## config.mk

```make
export PLATFORM = sky130hd
export DESIGN_NAME = feature_pin_serializer
export DESIGN_NICKNAME = d
export VERILOG_FILES = /design/src/rtl/feature_pin_serializer_pkg.sv /design/src/rtl/feature_pin_serializer_sync_fifo.sv /design/src/rtl/feature_pin_serializer.sv
export SDC_FILE = /design/constraint.sdc
export NUM_CORES = 1
export LEC_CHECK = 0
export CORE_ASPECT_RATIO = 1.4
export CORE_UTILIZATION = 59
export CTS_CLUSTER_DIAMETER = 60
export CTS_CLUSTER_SIZE = 16
export DETAILED_ROUTE_END_ITERATION = 8
export PLACE_DENSITY = 0.77
export RECOVER_POWER = 50
export SYNTH_ARGS = -nofsm -noshare
export SYNTH_HDL_FRONTEND = slang
export SYNTH_SLANG_ARGS = --single-unit
```

## constraint.sdc

```tcl
create_clock -name clk -period 3.15 [get_ports clk]
set_input_delay 0.315 -clock clk [delete_from_list [all_inputs] [get_ports clk]]
set_output_delay 0.315 -clock clk [all_outputs]
set_load 0.02 [all_outputs]
```

## src/rtl/feature_pin_serializer_pkg.sv

```systemverilog
// Shared widths and types for the feature pin serializer slice.
package feature_pkg;

  localparam int FEATURE_WIDTH = 16;
  localparam int PIN_WIDTH     = 4;
  localparam int BEATS         = FEATURE_WIDTH / PIN_WIDTH;

  typedef logic signed [FEATURE_WIDTH-1:0] feature_t;

  typedef enum logic {
    IDLE,
    SEND
  } ser_state_t;

endpackage

```

## src/rtl/feature_pin_serializer_sync_fifo.sv

```systemverilog
// Synchronous first-word-fall-through FIFO; a push at full is taken only when a pop frees a slot on the same edge.
module sync_fifo #(
  parameter int WIDTH = 16,
  parameter int DEPTH = 8
) (
  input  logic                     clk,
  input  logic                     rst,
  input  logic                     push,
  input  logic                     pop,
  input  logic [WIDTH-1:0]         wr_data,
  output logic [WIDTH-1:0]         rd_data,
  output logic                     full,
  output logic                     empty,
  output logic [$clog2(DEPTH):0]   count
);

  localparam int AW = $clog2(DEPTH);
  localparam int CW = AW + 1;

  logic [WIDTH-1:0] mem [DEPTH];
  logic [AW-1:0]    wr_ptr;
  logic [AW-1:0]    rd_ptr;
  logic             wr_en;
  logic             rd_en;

  assign full    = (count == CW'(DEPTH));
  assign empty   = (count == '0);
  assign rd_en   = pop && !empty;
  assign wr_en   = push && (!full || rd_en);
  assign rd_data = mem[rd_ptr];

  // Storage is not reset; the pointers alone define what is valid.
  always_ff @(posedge clk) begin
    if (wr_en) begin
      mem[wr_ptr] <= wr_data;
    end
  end

  always_ff @(posedge clk) begin
    if (rst) begin
      wr_ptr <= '0;
      rd_ptr <= '0;
      count  <= '0;
    end else begin
      if (wr_en) begin
        wr_ptr <= wr_ptr + 1'b1;
      end
      if (rd_en) begin
        rd_ptr <= rd_ptr + 1'b1;
      end
      case ({wr_en, rd_en})
        2'b10:   count <= count + 1'b1;
        2'b01:   count <= count - 1'b1;
        default: count <= count;
      endcase
    end
  end

endmodule

```

## src/rtl/feature_pin_serializer.sv

```systemverilog
// Regenerates feature validity from the conv-layer strobe, buffers features and
// emits them MSB-first on a narrow valid/ready pin bus.
//   state | meaning
//   IDLE  | nothing on the pins, waiting for a buffered feature
//   SEND  | shifter holds a feature, beats presented until the last is accepted
module feature_pin_serializer
  import feature_pkg::*;
#(
  parameter int FEATURE_WIDTH = feature_pkg::FEATURE_WIDTH,
  parameter int PIN_WIDTH     = feature_pkg::PIN_WIDTH,
  parameter int FIFO_DEPTH    = 8,
  parameter int PIPE_LATENCY  = 4
) (
  input  logic                          clk,
  input  logic                          rst,
  input  logic                          features_valid,
  input  logic [FEATURE_WIDTH-1:0]      feature_in,
  output logic [PIN_WIDTH-1:0]          pin_data,
  output logic                          pin_valid,
  input  logic                          pin_ready,
  output logic                          pin_last,
  output logic [$clog2(FIFO_DEPTH):0]   fifo_count,
  output logic                          overflow
);

  localparam int BEATS = FEATURE_WIDTH / PIN_WIDTH;
  localparam int BCW   = (BEATS > 1) ? $clog2(BEATS) : 1;

  if (FEATURE_WIDTH % PIN_WIDTH != 0) begin : g_bad_width
    $error("FEATURE_WIDTH must be a multiple of PIN_WIDTH");
  end
  if (FIFO_DEPTH < 2 || (FIFO_DEPTH & (FIFO_DEPTH - 1)) != 0) begin : g_bad_depth
    $error("FIFO_DEPTH must be a power of two and at least 2");
  end
  if (PIPE_LATENCY < 1) begin : g_bad_latency
    $error("PIPE_LATENCY must be at least 1");
  end

  logic [PIPE_LATENCY-1:0]  vtap;
  logic                     push;
  logic                     fifo_pop;
  logic                     fifo_full;
  logic                     fifo_empty;
  logic [FEATURE_WIDTH-1:0] fifo_rd_data;
  logic [FEATURE_WIDTH-1:0] shifter;
  logic [BCW-1:0]           beat_cnt;
  logic                     last_beat;
  ser_state_t               state;

  // The post-processing stage has no valid; the strobe is delayed to line up with its output.
  always_ff @(posedge clk) begin
    if (rst) begin
      vtap <= '0;
    end else begin
      vtap <= (vtap << 1) | PIPE_LATENCY'(features_valid);
    end
  end

  assign push = vtap[PIPE_LATENCY-1];

  sync_fifo #(
    .WIDTH (FEATURE_WIDTH),
    .DEPTH (FIFO_DEPTH)
  ) u_fifo (
    .clk     (clk),
    .rst     (rst),
    .push    (push),
    .pop     (fifo_pop),
    .wr_data (feature_in),
    .rd_data (fifo_rd_data),
    .full    (fifo_full),
    .empty   (fifo_empty),
    .count   (fifo_count)
  );

  assign last_beat = (beat_cnt == BCW'(BEATS - 1));
  assign pin_valid = (state == SEND);
  assign pin_last  = (state == SEND) && last_beat;
  assign pin_data  = shifter[FEATURE_WIDTH-1 -: PIN_WIDTH];

  // A pop either starts a feature from IDLE or reloads right behind an accepted last beat.
  always_comb begin
    fifo_pop = 1'b0;
    if (!fifo_empty) begin
      if (state == IDLE) begin
        fifo_pop = 1'b1;
      end else if (pin_ready && last_beat) begin
        fifo_pop = 1'b1;
      end
    end
  end

  always_ff @(posedge clk) begin
    if (rst) begin
      state    <= IDLE;
      shifter  <= '0;
      beat_cnt <= '0;
    end else begin
      case (state)
        IDLE: begin
          if (fifo_pop) begin
            shifter  <= fifo_rd_data;
            beat_cnt <= '0;
            state    <= SEND;
          end
        end
        SEND: begin
          if (pin_ready) begin
            if (!last_beat) begin
              shifter  <= shifter << PIN_WIDTH;
              beat_cnt <= beat_cnt + 1'b1;
            end else if (fifo_pop) begin
              shifter  <= fifo_rd_data;
              beat_cnt <= '0;
            end else begin
              shifter  <= '0;
              beat_cnt <= '0;
              state    <= IDLE;
            end
          end
        end
        default: begin
          state    <= IDLE;
          shifter  <= '0;
          beat_cnt <= '0;
        end
      endcase
    end
  end

  always_ff @(posedge clk) begin
    if (rst) begin
      overflow <= 1'b0;
    end else if (push && fifo_full && !fifo_pop) begin
      overflow <= 1'b1;
    end
  end

endmodule
```

Yosys cells after proc, flatten, opt, wreduce, memory -nomap -nowiden
Memory sizes are Yosys's and may differ from the RTL's. A register that Yosys moved wholly into a read port is not among the register bits.
Cells that the tools add are included.
- output and inout port bits: 11
- latch bits: 0
- register bits: 34
- memory bits (writable): 128
- memory bits (read-only): 0
- word-level logic and storage cells: 56
- bits of input ports: 20
- memories: 1
- memory list (name ; depth ; width ; rd ports ; clocked after memory_dff ; wr ports ; line ; source):
    u_fifo.mem ; 8 ; 16 ; 1 ; 1 ; 1 ; feature_pin_serializer_sync_fifo.sv:20 ; logic [WIDTH-1:0] mem [DEPTH];
- multiplexer cells: 21
- magnitude comparators: 0
- $mul: 0
- bitwise logic cells: 2
- shift-type cells: 0
- add/subtract/negate cells: 5
- divide/modulo/power cells: 0
- equal/unequal tests: 6
- reductions and logical operators: 13
- operator list (cell ; number):
    $mux W16 ; 4
    $pmux W16 S2 ; 1
    $mux W1 ; 8
    $pmux W4 S2 ; 1
    $add A3 B1 Y3 const B ; 2
    $logic_and A1 B1 Y1 ; 6
    $mux W2 ; 3
    $mux W3 ; 2
    $add A4 B1 Y4 const B ; 1
    $eq A2 B2 Y1 const B ; 2
    $eq A4 B4 Y1 const B ; 1
    $logic_not A4 Y1 ; 1
    $ne A2 B2 Y1 const B ; 2
    $or A4 B1 Y4 ; 1
    $pmux W2 S2 ; 1
    $sub A4 B1 Y4 const B ; 1
    $logic_not A1 Y1 ; 3
    $add A2 B1 Y2 const B ; 1
    $eq A2 B1 Y1 const B ; 1
    $pmux W1 S2 ; 1
    $reduce_and A2 Y1 ; 1
    $reduce_bool A2 Y1 ; 1
    $logic_or A1 B1 Y1 ; 1
    $not A1 Y1 ; 1

Longest topological paths before layout
- depth after elaboration: 10
- mapped depth: 9

Cells and area by module
A second synthesis with hierarchy kept.
- cell total of the unflattened synthesis: 376
- area total of the unflattened synthesis: 6623.9 µm²
- modules (own cells, without submodules) (module ; area an instance (µm²) ; seq. area each (µm²) ; cells an instance ; instances):
    sync_fifo ; 5469.0 ; 4103.9 ; 259 ; 1
    feature_pin_serializer ; 1154.9 ; 480.5 ; 117 ; 1

Worst setup path after synthesis
No wires, ideal clock.
- kind: reg-to-reg
- from: register beat_cnt[0]
- to: memory u_fifo.mem[0][0] (enable)
- cell stages (with the launch flop): 6
- buffers on the path: 0
- data required time: 2.741 ns
- path slack: 0.361 ns
- arrival: 2.380 ns
- period minus slack after synthesis: 2.789 ns
- path through: dfxtp_1 -> ha_1 -> a21bo_1 -> o21ai_2 -> or2_2 -> nor3_1
- cells in the longest elaborated chain, start to end: 10
- ends and longest elaborated chain (element ; line ; source):
    start: declaration ; feature_pin_serializer.sv:46 ; logic [BCW-1:0] beat_cnt;
    start signal: assignment ; feature_pin_serializer.sv:111 ; beat_cnt <= beat_cnt + 1'b1;
    $eq A2 B2 Y1 ; feature_pin_serializer.sv:76 ; assign last_beat = (beat_cnt == BCW'(BEATS - 1));
    $logic_and A1 B1 Y1 ; feature_pin_serializer.sv:87 ; end else if (pin_ready && last_beat) begin
    $mux W1 ; feature_pin_serializer.sv:87 ;
    $mux W1 ; feature_pin_serializer.sv:85 ; if (state == IDLE) begin
    $mux W1 ; feature_pin_serializer.sv:84 ; if (!fifo_empty) begin
    $logic_and A1 B1 Y1 ; feature_pin_serializer_sync_fifo.sv:28 ; assign rd_en = pop && !empty;
    $logic_or A1 B1 Y1 ; feature_pin_serializer_sync_fifo.sv:29 ; assign wr_en = push && (!full || rd_en);
    $logic_and A1 B1 Y1 ; feature_pin_serializer_sync_fifo.sv:29 ;
    $mux W1 ; feature_pin_serializer_sync_fifo.sv:34 ; if (wr_en) begin
    $mux W1 (not written as such) ; feature_pin_serializer_sync_fifo.sv:35 ; mem[wr_ptr] <= wr_data;
    end: declaration ; feature_pin_serializer_sync_fifo.sv:20 ;
No other way between the ends.

Worst setup path after layout
- from: register beat_cnt[0]
- to: register u_fifo.count[2]
- cells in the longest elaborated chain, start to end: 10
- elaborated cells on any way between the ends: 12
- ends and longest elaborated chain (element ; line ; source):
    $eq A2 B2 Y1 * ; feature_pin_serializer.sv:76 ;
    $logic_and A1 B1 Y1 * ; feature_pin_serializer.sv:87 ;
    $mux W1 * ; feature_pin_serializer.sv:87 ;
    $mux W1 * ; feature_pin_serializer.sv:85 ;
    $mux W1 * ; feature_pin_serializer.sv:84 ;
    $logic_and A1 B1 Y1 * ; feature_pin_serializer_sync_fifo.sv:28 ;
    $logic_or A1 B1 Y1 ; feature_pin_serializer_sync_fifo.sv:29 ;
    $logic_and A1 B1 Y1 ; feature_pin_serializer_sync_fifo.sv:29 ;
    $eq A2 B1 Y1 or $eq A2 B2 Y1 (tied branches) ; feature_pin_serializer_sync_fifo.sv:51 ; case ({wr_en, rd_en})
    $pmux W4 S2 or $reduce_bool A2 Y1 (tied branches) ; n/a ;
    end signal: assignment ; feature_pin_serializer_sync_fifo.sv:52 ; 2'b10: count <= count + 1'b1;
    end signal: assignment ; feature_pin_serializer_sync_fifo.sv:53 ; 2'b01: count <= count - 1'b1;
    end signal: assignment ; feature_pin_serializer_sync_fifo.sv:54 ; default: count <= count;
    end: declaration ; feature_pin_serializer_sync_fifo.sv:14 ; output logic [$clog2(DEPTH):0] count
Mark *: on every way between the ends. The rest lies on a longest branch, timed or not.
A chain may end at the register's enable or synchronous reset.

==> metrics.md <==
| Metric | Value |
|---|---|
| Outcome | completed |
| Setup Viol. Count Final | 0 |
| Minimum clock period | 2.435 ns |
| GPL Wtd Cong | 0.7892 |
| Clock Skew | between 0.01 and 0.015 ns |
| Initial antenna violation count | 0 |
| Commonest non-fill, non-tap cell in the layout | edfxtp_1 |
| Mapped Nets | 381 |
| Share of the synthesized area in the top cell type | between 60% and 70% |
| Crit Path Class | reg -> reg |
| Fraction of registers with async set/reset | 0% |
| Tightest Pin Transition | approximately 1.2 ns |
| Die Y | roughly 130 um |
| Clk Latency, worst-skew pair | 0.42 ns |
| Full die area | between 10000 and 15000 um^2 |
| # diodes | 0 |
| Critical Path AT | 2.78 ns |
| Via count | between 3000 and 4000 |
| Worst path top cell family by delay | compound AO/OA/AOI/OAI gates |
| Vias in the first global route | between 3000 and 4000 |
| IO Count | 31 |
| Starting Density | about three fifths |
| Row cnt | 44 |
| Pwr Density | between 700 and 800 nW/um^2 |
| Die Span X | around 90 um |
| Most used DFF post-synth | edfxtp_1 |
| CORE AREA | between 10000 and 15000 um^2 |
| Total gr overflow | 0 |
| Largest net degree at the start of global routing | 18 |
| Max-slew headroom | about a fifth |
| Slowest stage delay, CP | 0.65 ns |
| Resize count post-CTS | 0 |
| Max Buffers Root-to-Sink | 2 |
| Area leader, netlist | edfxtp_1 |
| VDD IR max | between 400 and 500 uV |
| RSZ-0062 raised after global routing | false |
| Hold path startpoint | vtap[0] |
| Worst hold path class | reg -> reg |
| Crit path buffers/inverters | 0 |
| Routed wire length | roughly 11000 um |
| Yosys cell types | 47 |
| Placed insts | between 500 and 600 |
| FF-to-FF path depth | 9 |
| Synthesized instance count | 357 |
| Net count, final | approximately 420 |
| Final Non-Filler Cells | between 500 and 600 |
| Synth area leaders | edfxtp_1 60%, dfxtp_1 12%, mux4_2 11% |
| Mapped cell area | approximately 6400 um^2 |
| CP cell instances | ha_1 > a21boi_0 > nor3_1 > xor2_1 > ha_1 > nor3_1 > nand3_1 > a21o_1 > a21oi_1 |
| Filler cell count | around 650 |
| Critical-path top delay cell | a21boi_0 |
| Drt pass-1 iters | 4 |
| CTS Buf Count | 17 |
| GRT Resource Usage Total | between 20% and 30% |
| DR vias/cell | roughly 5.9 |
| Net Sw Power | 1.527 mW |
| First-pass GRT wire length | between 15000 and 20000 um |
| Slew Viols, Final | 0 |
| P_leak | 2.579 nW |
| Clock Sinks | around 170 |
| Comb pwr share | 18.9% |
| Hold depth | 1 |
| Worst min-delay path endpoint | vtap[1] |
| EDFF count, synth | between 100 and 150 |
| Post-synthesis average cell area | ~18 um^2 |
| Req. time, crit path | ~3.5 ns |
| Most frequent cells in the layout | 128 x edfxtp_1, 36 x dfxtp_1, 31 x mux4_2 |
| DR iter-0 viols | around 170 |
| Sequential element share of the synthesized area | a little under three quarters |
| Post-DR wirelength/cell | between 20 and 25 um |
| Internal Pwr Total | 4.208 mW |
| Worst-path clk slew | 0.06 ns |
| Reg-to-Reg Start | beat_cnt[0] |
| Post-route ant nets | 0 |
| Worst R2R End | u_fifo.count[2] |
| Period utilization | roughly 77% |
| Area growth syn-to-layout | 16.18% |
| Sequential power share | a little under half |
| Highest clock rate | approximately 0.41 GHz |
| Max Cap Viol | 0 |
| DRC violations left | 0 |
| FF/Latch Area | 4586 um^2 |
| H-tree lvl count | 4 |
| Worst Path Max Fanout | 7 |
| Power share of the clock group | roughly a third |
| Setup Buffers After CTS | 0 |
| TritonCTS clock tree | done |
| Crit end category | flip-flop |
| Clock root cell | clkbuf_16 |
| Fin Setup TNS | 0 ns |
| Layout cells sized above 1 | between 20% and 30% |
| YS warnings | 0 |
| Crit path launch type | flip-flop |
| Net Sw Frac | 26.62% |
| Multi-input logic area | 1669 um^2 |
| Hpwl dp | 7168 um |
| Synth Register Bits | between 150 and 200 |
| Port Buf Inserts | 30 |
| Flop-to-flop setup slack | between 0.7 and 0.8 ns |
| Final Hold Viols | 0 |
| Hold buffer count at CTS | 0 |
==> synthesized netlist by cell type (2+ instances only) <==
cell	count
edfxtp_1	128
nand2_1	6
nor2_1	28
a211oi_1	2
o2bb2ai_1	4
nor3_1	7
o211ai_1	3
buf_4	6
o21ai_0	4
mux4_2	31
ha_1	4
buf_6	2
buf_1	2
a21oi_1	11
mux2i_1	19
a221o_2	9
xor2_1	4
buf_2	6
nand3_1	4
dfxtp_1	37
nor2b_1	5
clkbuf_1	5
nand2b_1	5
a31oi_1	2
==> through the flow <==
stage | util (%) | hold WS [ns] | area (um^2) | power, mW | setup slack [ns]
2_1_floorplan | - | 0.4138 | 6401 | 3.548 | 0.3610
3_3_place_gp | 65.65 | 0.4356 | 6867 | 3.800 | 0.7734
3_5_place_dp | 65.65 | 0.4347 | 6867 | 3.824 | 0.6895
4_1_cts | 71.24 | 0.4504 | 7452 | 5.823 | 0.9257
5_1_grt | 71.10 | 0.4589 | 7437 | 5.961 | 0.4719
6_report | 71.10 | 0.4437 | 7437 | 5.735 | 0.7145
==> registers in the layout (all words and copies together), names as in the netlist, named ones only <==
name and count:
pin_valid 1, beat_cnt 2, shifter 16, u_fifo.mem 128, u_fifo.rd_ptr 3, u_fifo.wr_ptr 3, vtap 4, overflow 1
u_fifo.count 4
==> worst max path at each step <==
stage | start | end | slack (ns) | depth (start not counted)
after global routing | beat_cnt[0] | u_fifo.count[2] | 0.47 | 9
after detailed placement | pin_ready | u_fifo.count[2] | 0.69 | 9
after global placement | pin_ready | u_fifo.mem[6][12] | 0.77 | 6
after floorplan | beat_cnt[0] | u_fifo.mem[0][0] | 0.36 | 5
after CTS | beat_cnt[0] | u_fifo.count[2] | 0.93 | 9
final | beat_cnt[0] | u_fifo.count[2] | 0.71 | 9
==> per-layer routing <==
layer	part of all wire [%]	GRT usage, %
met5	0	0
met4	1.5	8.729
met3	4.4	5.535
met2	53	36.10
met1	41	28.17
==> layout make-up <==
cell class / instances / share of cell area (%)
flip-flops and latches: 165 / 61.66
clock inverters: 12 / 1.581
clock buffers: 20 / 6.292
well taps: 138 / 2.322
multi-input cells: 168 / 22.44
inverters: 2 / 0.1009
repair buffers: 46 / 5.602
==> worst register-to-register path: cells and delay by family (launching register included) <==
family / cells / cell delay [ns]
AO/OA/AOI/OAI: 3 / 0.94
adder cells (fa/ha/maj): 2 / 0.48
flip-flops: 1 / 0.32
AND/OR/NAND/NOR: 3 / 0.43
XOR/XNOR: 1 / 0.18
==> power groups by stage <==
stage	sequential [mW]	combinational, mW	clock (mW)
2_1_floorplan	2.63	0.919	0
3_3_place_gp	2.70	1.10	0
3_5_place_dp	2.70	1.12	0
4_1_cts	2.66	1.14	2.03
5_1_grt	2.67	1.18	2.11
6_report	2.65	1.08	2.00
==> cells by family after synthesis <==
group	Yosys count	synth area share, %
XOR/XNOR	5	0.6841
multiplexers	52	14.29
adder cells (fa/ha/maj)	4	0.7819
buffers and inverters	24	2.287
flip-flops	165	71.62
AO/OA/AOI/OAI	42	5.043
AND/OR/NAND/NOR	65	5.297
Note: power is estimated with default switching activity, not from simulation.
